--- src/rtl/io_perf_monitor.sv ---
// Memory-mapped performance monitor: event counters, CPU clock-enable generator
// (run / slow / single-step), switch, LED and hex-display glue. Optional IO_PERF_SNAPSHOT_EN adds shadow counters.
module io_perf_monitor #(
   parameter int NUM_CNT = 4,
   parameter int CNT_W   = 32,
   parameter int DIV_W   = 26,
   parameter int SW_W    = 10
) (
   input  logic               CLOCK_50,
   input  logic               reset,
   input  logic [31:0]        addr,
   input  logic [31:0]        wdata,
   input  logic               we,
   input  logic               re,
   output logic [31:0]        rdata,
   input  logic [NUM_CNT-1:0] event_in,
   input  logic               halt,
   input  logic [SW_W-1:0]    sw,
   input  logic               step_btn,
   output logic               cpu_ce,
   output logic [23:0]        hex_val,
   output logic [9:0]         ledr
);

   typedef enum logic [1:0] {
      MODE_RUN      = 2'd0,
      MODE_SLOW     = 2'd1,
      MODE_STEP     = 2'd2,
      MODE_STEP_ALT = 2'd3
   } mode_t;

   localparam logic [5:0]       OFF_CTRL   = 6'd0;
   localparam logic [5:0]       OFF_STATUS = 6'd1;
   localparam logic [5:0]       OFF_SW     = 6'd2;
   localparam logic [5:0]       OFF_LED    = 6'd3;
   localparam logic [5:0]       OFF_CNT    = 6'd8;
   localparam logic [CNT_W-1:0] CNT_ONE    = 1;
   localparam logic [DIV_W-1:0] DIV_ONE    = 1;

   // Bus: we and re are single-cycle strobes, one per access, no back-pressure;
   // read data appears on rdata the cycle after re and is held until the next read.
   logic [5:0] off;
   logic       wr_ctrl;
   logic       clear_req;
   logic       mode_change;

   mode_t      mode;
   logic [3:0] hexsel;

   logic [SW_W-1:0] sw_s1, sw_s2;
   logic            halt_s1, halt_sync;
   logic            step_s1, step_s2, step_s3;
   logic            step_rise;

   logic [DIV_W-1:0] div;
   logic             run_q;
   logic             step_pulse;
   logic             ce_block;
   logic             ce_sel;
   logic             count_en;

   logic [CNT_W-1:0]   cnt [NUM_CNT];
   logic [CNT_W-1:0]   cnt_view [NUM_CNT];
   logic [NUM_CNT-1:0] ovf;
   logic [31:0]        rd_next;
   logic [23:0]        hex_next;
   logic               unused_bits;

   assign off         = addr[7:2];
   assign wr_ctrl     = we && (off == OFF_CTRL);
   assign clear_req   = wr_ctrl && wdata[2];
   assign mode_change = wr_ctrl && (wdata[1:0] != mode);
   assign unused_bits = ^{addr[31:8], addr[1:0], wdata[31:10]};

   always_ff @(posedge CLOCK_50) begin
      if (reset) begin
         mode   <= MODE_RUN;
         hexsel <= 4'd0;
      end else if (wr_ctrl) begin
         mode   <= mode_t'(wdata[1:0]);
         hexsel <= wdata[7:4];
      end
   end

   // Forcing the step pipeline high on a mode change swallows any edge in flight;
   // a button already held must be released before it can step again.
   always_ff @(posedge CLOCK_50) begin
      if (reset) begin
         sw_s1     <= '0;
         sw_s2     <= '0;
         halt_s1   <= 1'b0;
         halt_sync <= 1'b0;
         step_s1   <= 1'b0;
         step_s2   <= 1'b0;
         step_s3   <= 1'b0;
      end else begin
         sw_s1     <= sw;
         sw_s2     <= sw_s1;
         halt_s1   <= halt;
         halt_sync <= halt_s1;
         step_s1   <= step_btn;
         if (mode_change) begin
            step_s2 <= 1'b1;
            step_s3 <= 1'b1;
         end else begin
            step_s2 <= step_s1;
            step_s3 <= step_s2;
         end
      end
   end

   assign step_rise = step_s2 && !step_s3;

   always_ff @(posedge CLOCK_50) begin
      if (reset) begin
         div        <= '0;
         run_q      <= 1'b0;
         step_pulse <= 1'b0;
         ce_block   <= 1'b0;
      end else begin
         run_q    <= 1'b1;
         ce_block <= mode_change;
         if (mode_change) begin
            div        <= '0;
            step_pulse <= 1'b0;
         end else begin
            div        <= div + DIV_ONE;
            step_pulse <= step_rise && (mode == MODE_STEP || mode == MODE_STEP_ALT);
         end
      end
   end

   always_comb begin
      ce_sel = 1'b0;
      case (mode)
         MODE_RUN:  ce_sel = run_q;
         MODE_SLOW: ce_sel = &div;
         default:   ce_sel = step_pulse;
      endcase
      cpu_ce = ce_sel && !ce_block;
   end

   assign count_en = cpu_ce && !halt_sync;

   // Clear takes priority over an increment landing in the same cycle.
   always_ff @(posedge CLOCK_50) begin
      if (reset || clear_req) begin
         for (int i = 0; i < NUM_CNT; i++) cnt[i] <= '0;
         ovf <= '0;
      end else begin
         for (int i = 0; i < NUM_CNT; i++) begin
            if (count_en && event_in[i]) begin
               cnt[i] <= cnt[i] + CNT_ONE;
               if (&cnt[i]) ovf[i] <= 1'b1;
            end
         end
      end
   end

`ifdef IO_PERF_SNAPSHOT_EN
   logic [CNT_W-1:0] shadow [NUM_CNT];

   always_ff @(posedge CLOCK_50) begin
      if (reset) begin
         for (int i = 0; i < NUM_CNT; i++) shadow[i] <= '0;
      end else if (wr_ctrl && wdata[3]) begin
         for (int i = 0; i < NUM_CNT; i++) shadow[i] <= cnt[i];
      end
   end

   always_comb begin
      for (int i = 0; i < NUM_CNT; i++) cnt_view[i] = shadow[i];
   end
`else
   always_comb begin
      for (int i = 0; i < NUM_CNT; i++) cnt_view[i] = cnt[i];
   end
`endif

   always_comb begin
      rd_next = 32'd0;
      case (off)
         OFF_CTRL:   rd_next[7:0] = {hexsel, 2'b00, mode};
         OFF_STATUS: begin
            rd_next[8 +: NUM_CNT] = ovf;
            rd_next[0]            = halt_sync;
         end
         OFF_SW:     rd_next[SW_W-1:0] = sw_s2;
         OFF_LED:    rd_next[9:0] = ledr;
         default: begin
            for (int i = 0; i < NUM_CNT; i++) begin
               if (off == OFF_CNT + 6'(i)) rd_next[CNT_W-1:0] = cnt_view[i];
            end
         end
      endcase
   end

   always_comb begin
      hex_next = 24'd0;
      for (int i = 0; i < NUM_CNT; i++) begin
         if (hexsel == 4'(i)) hex_next = 24'(32'(cnt[i]));
      end
   end

   always_ff @(posedge CLOCK_50) begin
      if (reset) begin
         rdata   <= 32'd0;
         ledr    <= 10'd0;
         hex_val <= 24'd0;
      end else begin
         if (re) rdata <= rd_next;
         if (we && off == OFF_LED) ledr <= wdata[9:0];
         hex_val <= hex_next;
      end
   end

endmodule

--- config.mk ---
export PLATFORM = sky130hd
export DESIGN_NAME = io_perf_monitor
export DESIGN_NICKNAME = d
export VERILOG_FILES = /design/src/rtl/io_perf_monitor.sv
export SDC_FILE = /design/constraint.sdc
export NUM_CORES = 1
export LEC_CHECK = 0
export CAP_MARGIN = 40
export CORE_MARGIN = 5
export CORE_UTILIZATION = 50
export DETAILED_ROUTE_END_ITERATION = 10
export GPL_TIMING_DRIVEN = 0
export PLACE_DENSITY = 0.76
export SLEW_MARGIN = 20
export SYNTH_ARGS = -nofsm -noshare
export SYNTH_HDL_FRONTEND = slang
export SYNTH_SLANG_ARGS = --single-unit
--- constraint.sdc ---
create_clock -name CLOCK_50 -period 6.5 [get_ports CLOCK_50]
set_input_delay 1.3 -clock CLOCK_50 [delete_from_list [all_inputs] [get_ports CLOCK_50]]
set_output_delay 1.3 -clock CLOCK_50 [all_outputs]
set_load 0.01 [all_outputs]
# After elaboration in Yosys (flattened, before gate mapping)
# Memory sizes are Yosys's and may differ from the RTL's.
# Cells that the tools add are included.
# W data, S select, Z words.
# word_totals
output_inout_bits	67
memories	1
input_bits	84
register_bits	130
mem_bits_rw	128
# classes
eq_ne	14
n_bitwise	4
add_sub_neg	5
muxes	35
n_reduce_logical	28
# memory_table
memory	words	word_bits	rd	rd_ports_with_merged_regs	write_ports	line	text
cnt	4	32	4	0	4	62	logic [CNT_W-1:0] cnt [NUM_CNT];
# op_table
cell	count
$mux W32	8
$reduce_and A33 Y1	4
$add A32 B1 Y32 const B	4
$mux W24	4
$pmux W7 S4	1
$add A26 B1 Y26 const B	1
$reduce_and A26 Y1	1
$eq A6 B4 Y1 const B	4
$mux W20	1
$mux W1	17
$eq A6 B2 Y1 const B	2
$logic_and A1 B1 Y1	12
$eq A4 B2 Y1 const B	2
$pmux W2 S4	1
$eq A6 B1 Y1 const B	1
$logic_not A6 Y1	1
$eq A2 B2 Y1 const B	2
$eq A4 B1 Y1 const B	1
$logic_not A4 Y1	1
$or A1 B1 Y1	4
$pmux W1 S4	1
$pmux W2 S2	1
$reduce_or A4 Y1	1
$logic_not A1 Y1	3
7 further kinds	8

# Logic depth before layout (Yosys ltp)
# logic_depth
word_depth	9
mapped_depth	8
mapped_depth_nobuf	6

# Worst setup path after synthesis
# No wires, ideal clock.
# synth_timing
kind	in2reg
from	in addr[3]
to	mem cnt[0][0], enable pin
t_arrival_ns	2.843
slack_ns	3.269
n_path_buf	1
required_time_ns	6.112
setup_ns	0.388
path_stages	4
path_cell_list	clkbuf_1 > nor2_1 > a41o_1 > a21o_1
# synth_rtl
element	line	text
start, declared	11	input logic [31:0] addr,
end, declared	62	

# Final worst setup path
# layout_timing
from	reg div[3]
to	out cpu_ce
# layout_between
elab_chain_cells	3
# layout_lines
element	line	text
start, declared	55	logic [DIV_W-1:0] div;
start signal, assigned	127	div <= div + DIV_ONE;
$reduce_and A26 Y1	137	MODE_SLOW: ce_sel = &div;
$pmux W1 S2	135	case (mode)
$logic_and A1 B1 Y1	140	cpu_ce = ce_sel && !ce_block;
end, declared	20	output logic cpu_ce,
# No other way between the ends.

==> summary.md <==
| Metric | Value |
|---|---|
| Register bit total from synthesis | `258` |
| Syn nets | `1364` |
| Max-capacitance violation count | `0` |
| Worst hold endpoint | `step_pulse` |
| Max VDD drop | `0.1876 mV` |
| Synth top area share | `29.58%` |
| Async SR Flop Fraction | `0%` |
| P&R area growth vs syn | `17.82%` |
| Top cells by area, synth | `edfxtp_1 30%, dfxtp_1 20%, nor2_1 6.0%, xor2_1 5.3%, xnor2_1 4.5%` |
| Reg2reg end | `cnt[0][27]` |
| Most frequent cells after synthesis | `206 x nor2_1, 130 x dfxtp_1, 128 x edfxtp_1, 93 x nand2_1, 79 x xor2_1` |
| Critical Path Source | `div[3]` |
| Status | `finished clean` |
| Share of total power in combinational logic | `8.0%` |
| GRT Overall Usage | `25.15%` |
| Critical path's top delay family | `simple AND/OR/NAND/NOR gates` |
| DR pass1 iterations | `7` |
| Critical path depth in cells | `5` |
| Slew Limit Fails | `0` |
| Largest net degree at the start of global routing | `33` |
| Final hold vios | `0` |
| DRC violations left | `0` |
| Setup slack, reg-to-reg | `3730 ps` |
| Synth area leader | `edfxtp_1` |
| Worst-Margin Slew | `809.8 ps` |
| Clk root buf | `clkbuf_16` |
| Antenna cells | `0` |
| Part of the power in the clock network | `41.3%` |
| Slew headroom | `46.01%` |
| Cell Pwr Density | `242.8 nW/µm²` |
| H-tree Lvls | `1` |
| Critical path type | `flip-flop to primary output` |
| Via-to-Cell Ratio | `6.079` |
| Wire per inst | `21.32 µm` |
| CTS Buf Count | `28` |
| Final setup fails | `0` |
| Die Ht | `171.2 µm` |
| Starting density of the core | `50.29%` |
| Final #Nets | `1495` |
| CP peak stage delay | `540 ps` |
| Port bufs | `99` |
| Clock sink total | `258` |
| CP Data Required Time | `5200 ps` |
| First DRT Iteration DRCs | `1254` |
| Post-synthesis instance area | `12990 µm²` |
| Total power | `3.717 mW` |
| # rows | `59` |
| Cell Chain, Critical Path | `nand4_2, nor4_1, a31o_2, and2_1, clkdlybuf4s50_1` |
| Fin util | `59.25%` |
| Gate Count Post-Synth | `1275` |
| Routability-driven placement congestion ratio | `0.9777` |
| Global-route wire length before repair | `57870 µm` |
| Critical-path top delay cell | `clkdlybuf4s50_1` |
| Die ar. | `29310 µm²` |
| Clock slew at reported path FFs | `60 ps` |
| Share of cells above drive strength 1 | `9.734%` |
| Seq/Total Area, Yosys | `49.61%` |
| Distinct cells, synth | `59` |
| Minimum clock period | `3864 ps` |
| Layout Cells excl Fill | `1763` |
| Worst path arrival time | `2560 ps` |
| Leak | `5.175 nW` |
| Final period util | `59.45%` |
| Syn_area_per_cell | `10.19 µm²` |
| CTS Hold Bufs | `0` |
| Placed cell count | `1709` |
| Top FF cell, synth | `dfxtp_1` |
| Sw frac | `24.60%` |
| RSZ-0062 raised after global routing | `false` |
| Die W | `171.2 µm` |
| Worst hold start | `step_s3` |
| Initial antenna violation count | `0` |
| Vias in the first global route | `10200` |
| GRT overflow | `0` |
| HP Class | `flip-flop to flip-flop` |
| Max Buffers Root-to-Sink | `3` |
| Setup tns final | `0 ps` |
| Startpoint Class | `flip-flop` |
| CTS tree | `built` |
| Post-DP HPWL | `27310 µm` |
| PostCTS Resize Cnt | `0` |
| CP endpoint kind | `primary output` |
| Sequential Power Share | `50.6%` |
| Worst Path Buf+Inv | `1` |
| Number of nets with antenna violations after routing | `0` |
| Fmax | `258.8 MHz` |
| Net load switching power | `914.3 µW` |
| Io pins | `151` |
| Reg-to-reg startpoint | `div[3]` |
| Crit path max fanout | `6` |
| Synth warnings | `0` |
| R2R cell count | `6` |
| Post-CTS setup buffer count | `0` |
| Clock latency on the worst-skew pair | `550 ps` |
| Core area | `25840 µm²` |
| Total number of vias | `10720` |
| Final wirelength | `37590 µm` |
| Internal power | `2.803 mW` |
| Clk_skew | `14.67 ps` |
| Count leader, synth | `nor2_1` |
| Min-Delay Path Depth | `1` |
| Number of synthesized flops with an enable pin | `128` |
## cells in the final DEF (no fill, tap or decap), drive strengths merged, types with 3 or more instances in the layout
cell type	Yosys	final
ha	5	5
nor2b	29	29
xnor2	67	67
a21o	5	5
nor2	208	208
nand3	64	64
buf	37	38
clkinv	0	14
a21oi	40	40
clkbuf	45	83
mux2	11	11
nand4	49	49
nor3	20	20
mux4	22	22
a221oi	15	15
a22oi	63	63
nand2	93	93
mux2i	16	16
dfxtp	130	130
and4	23	23
clkdlybuf4s50	0	99
inv	20	20
o211ai	3	3
or4	4	4
xor2	79	79
edfxtp	128	128
o32ai	7	7
and3	22	22
or2	3	3
o21ai	14	14
and2	6	6
nor4	26	26
## layer usage
layer	vias up	global-route usage [%]	routed length, µm
met4	0	10.61	1662
met5	-	0	0
met1	5168	35.50	15860
met2	549	38.52	16720
met3	105	4.413	3347
li1	4896	-	-
## kinds of logic after synthesis
logic type | Yosys count | share of synthesized area [%]
flip-flops | 258 | 49.61
AND/OR/NAND/NOR | 555 | 22.20
XOR/XNOR | 146 | 9.841
adder cells (fa/ha/maj) | 5 | 0.4815
multiplexers | 49 | 5.999
AO/OA/AOI/OAI | 160 | 8.532
buffers and inverters | 102 | 3.341
## registers in the layout (all words and copies together) (netlist names)
signal	flops
rdata	32
step_s1	1
step_pulse	1
div	26
halt_s1	1
ledr	10
run_q	1
hexsel	4
sw_s2	10
mode	2
hex_val	24
step_s3	1
ce_block	1
halt_sync	1
step_s2	1
cnt	128
ovf	4
sw_s1	10
## power by group through the flow
stage / Combinational [mW] / Clock [mW] / Sequential (mW)
2_1_floorplan: 0.181 / 0 / 1.88
3_3_place_gp: 0.288 / 0 / 1.91
3_5_place_dp: 0.291 / 0 / 1.91
4_1_cts: 0.295 / 1.55 / 1.88
5_1_grt: 0.321 / 1.63 / 1.89
6_report: 0.299 / 1.54 / 1.88
## stage by stage
step,cell area [µm²],hold slack [ps],setup WS [ps]
3_3_place_gp,14400,375.2,2233
2_1_floorplan,12990,373.8,3269
6_report,15310,392.9,2636
4_1_cts,15290,394.8,2619
3_5_place_dp,14410,380.8,2584
5_1_grt,15310,409.6,2425
## cell type report
| cell class | instances | area, µm² |
|---|---|---|
| Clock buffer | 37 | 787.0 |
| Clock inverter | 15 | 95.09 |
| Tap cell | 335 | 419.2 |
| Sequential cell | 258 | 6446 |
| Buffer | 82 | 359.1 |
| Timing Repair Buffer | 101 | 1010 |
| Multi-Input combinational cell | 915 | 6118 |
| Fill cell | 2160 | 10530 |
| Inverter | 20 | 75.07 |
## worst max-delay path by stage
stage	slack [ps]	to
2_1_floorplan	3270	cnt[0][0]
3_3_place_gp	2230	cnt[1][20]
3_5_place_dp	2580	cnt[1][18]
4_1_cts	2620	cpu_ce
5_1_grt	2420	cpu_ce
6_report	2640	cpu_ce
## worst register-to-register path: stages, from the launching register on
cell and delay [ps]:
dfxtp_1 440, nand4_2 200, nor4_1 350, a31o_2 330
and3b_1 180, buf_2 200, a21o_2 690
(Power assumes the default switching activity.)
==> RTL change: new RTL, same flow settings <==
The option `IO_PERF_SNAPSHOT_EN` is turned on by a define.
--- a/src/rtl/io_perf_monitor.sv
+++ b/src/rtl/io_perf_monitor.sv
@@ -1,5 +1,7 @@
 // Memory-mapped performance monitor: event counters, CPU clock-enable generator
 // (run / slow / single-step), switch, LED and hex-display glue. Optional IO_PERF_SNAPSHOT_EN adds shadow counters.
+`define IO_PERF_SNAPSHOT_EN
+
 module io_perf_monitor #(
    parameter int NUM_CNT = 4,
    parameter int CNT_W   = 32,
Behaviour: not the same (a bounded check fails within 4 cycles, from zero or initial values and one cycle with reset high).
==> RTL change against the unedited design <==
  * Sequential cell count up 128
  * Synthesized area up 37%
  * Power up 46%
  * Wire length up 22%
  * Setup slack worse by 0.26 ns
  * Final area up 37%
  * Critical path depth up 1
  * Non-clock buffer count up 15
==> RTL change: results (changes against the unedited design) <==
Outcome
The flow ran to the end, and the final reports show no timing, DRC or antenna violations.

Timing
The slew at the pin with the worst max-slew slack is 0.888 ns (+0.0778 ns). The clock skew is 0.0119 ns (-0.00278 ns). The worst hold-check slack is 0.389 ns (-0.00347 ns).

The clock period minus worst slack is 4.12 ns (+0.259 ns).

GRT
The fraction of met2 tracks used by global routing was 37.6% (-0.90 points). The maximum number of pins on one net before global-route repair came to 61 (+85%). The first-pass GRT wire length is 69.9 mm (+21%).

Finish
The total of plain and repair buffers excluding clock buffers is 198 (+8.2%). The number of nets in the final layout is 1780 (+19%). The largest registers in the layout are cnt (128), shadow (128), rdata (32).

The fill cell total of the finished layout came to 2781 (+29%). The share of the core filled with cells in the final layout came to 59.2% (about the same). The clock-cell share of area is 6.11% (+0.35 points). The layout inverter count without the clock tree is 18 (-10%).

The sequential cell area in the final layout is 0.0103 mm2 (+60%). The total of clock buffers placed in the layout is 61 (+65%).

Critical path
The startpoint identified for the worst register-to-register timing path is div[0]$_SDFF_PP0_. The worst reg-to-reg path cell count is 7 (+1). The reg-to-reg critical path endpoint is cnt[1][19]$_SDFFCE_PN0P_. The highest-delay cell along the critical path is o31ai_4.

Placement
The setup slack after placement came to 2.31 ns (-0.276 ns). The port buffer count is 101 (+2.0%). The placed wire-length estimate is 32.5 mm (+19%).

The weighted congestion reported at the end of routability-driven placement came to 0.918 (-6.1%).

Detailed routing
The routed length on met1 is 18.7 mm (+18%). The detailed router's first-iteration violation count is 1377 (+9.8%). The detailed-route wire length is 45.9 mm (+22%). The number of vias per cell after detailed routing was 5.78 (-4.9%). The sum of met3 wire segment lengths after detailed routing is 4.18 mm (+25%). The met2 wirelength from detailed routing came to 21.9 mm (+31%). The number of iterations in the first detailed-routing pass is 6 (-1).

Clock network
The number of CTS-inserted buffers came to 40 (+43%).

Logic synthesis
The area share of fa/ha/maj cells after synthesis came to 0.352% (-0.13 points). By area the synthesized netlist is led by edfxtp_1 43%, dfxtp_1 15%, and2_1 5.1%, xor2_1 4.6%, nor2_1 3.7%. Counting instances in the post-synthesis netlist gives the leading cell types as 256 x edfxtp_1, 175 x nor2_1, 144 x and2_1. The number of unique standard cell types used by synthesis was 53 (-10%). The synthesized net count is 1623 (+19%).

Power
The combinational share of power is 6.1% (-1.9 points). The maximum vdd ir drop is 207 uV (+10%).
==> RTL change: cell types whose count changed in the layout (fill, tap and decap cells not counted), moves of 13 or more <==
cell | unedited run | this run
and2_1 | 6 | 144
edfxtp_1 | 128 | 256
nor2_2 | 2 | 39
nor2_1 | 206 | 175
nor2b_1 | 29 | 48
clkbuf_1 | 51 | 69
a21oi_1 | 39 | 56
nand2_1 | 93 | 76
xnor2_1 | 67 | 52
xor2_1 | 79 | 94
a22oi_1 | 63 | 50
==> RTL change: worst reg2reg max path, delay by kind of cell, from the launching register on <==
kind / cells / cell delay (ns)
AO/OA/AOI/OAI: 2 / 1.17
adder cells (fa/ha/maj): 1 / 0.22
AND/OR/NAND/NOR: 3 / 0.69
flip-flops: 1 / 0.34
buffers and inverters: 1 / 0.16
==> RTL change: through the flow <==
stage	total power, mW	cells	setup TNS [ns]
floorplan	3.03	1534	0
global placement	3.17	2096	-61.05
detailed placement	3.18	2104	0
CTS	5.42	2176	0
global route	5.57	2182	0
finish	5.41	2182	0
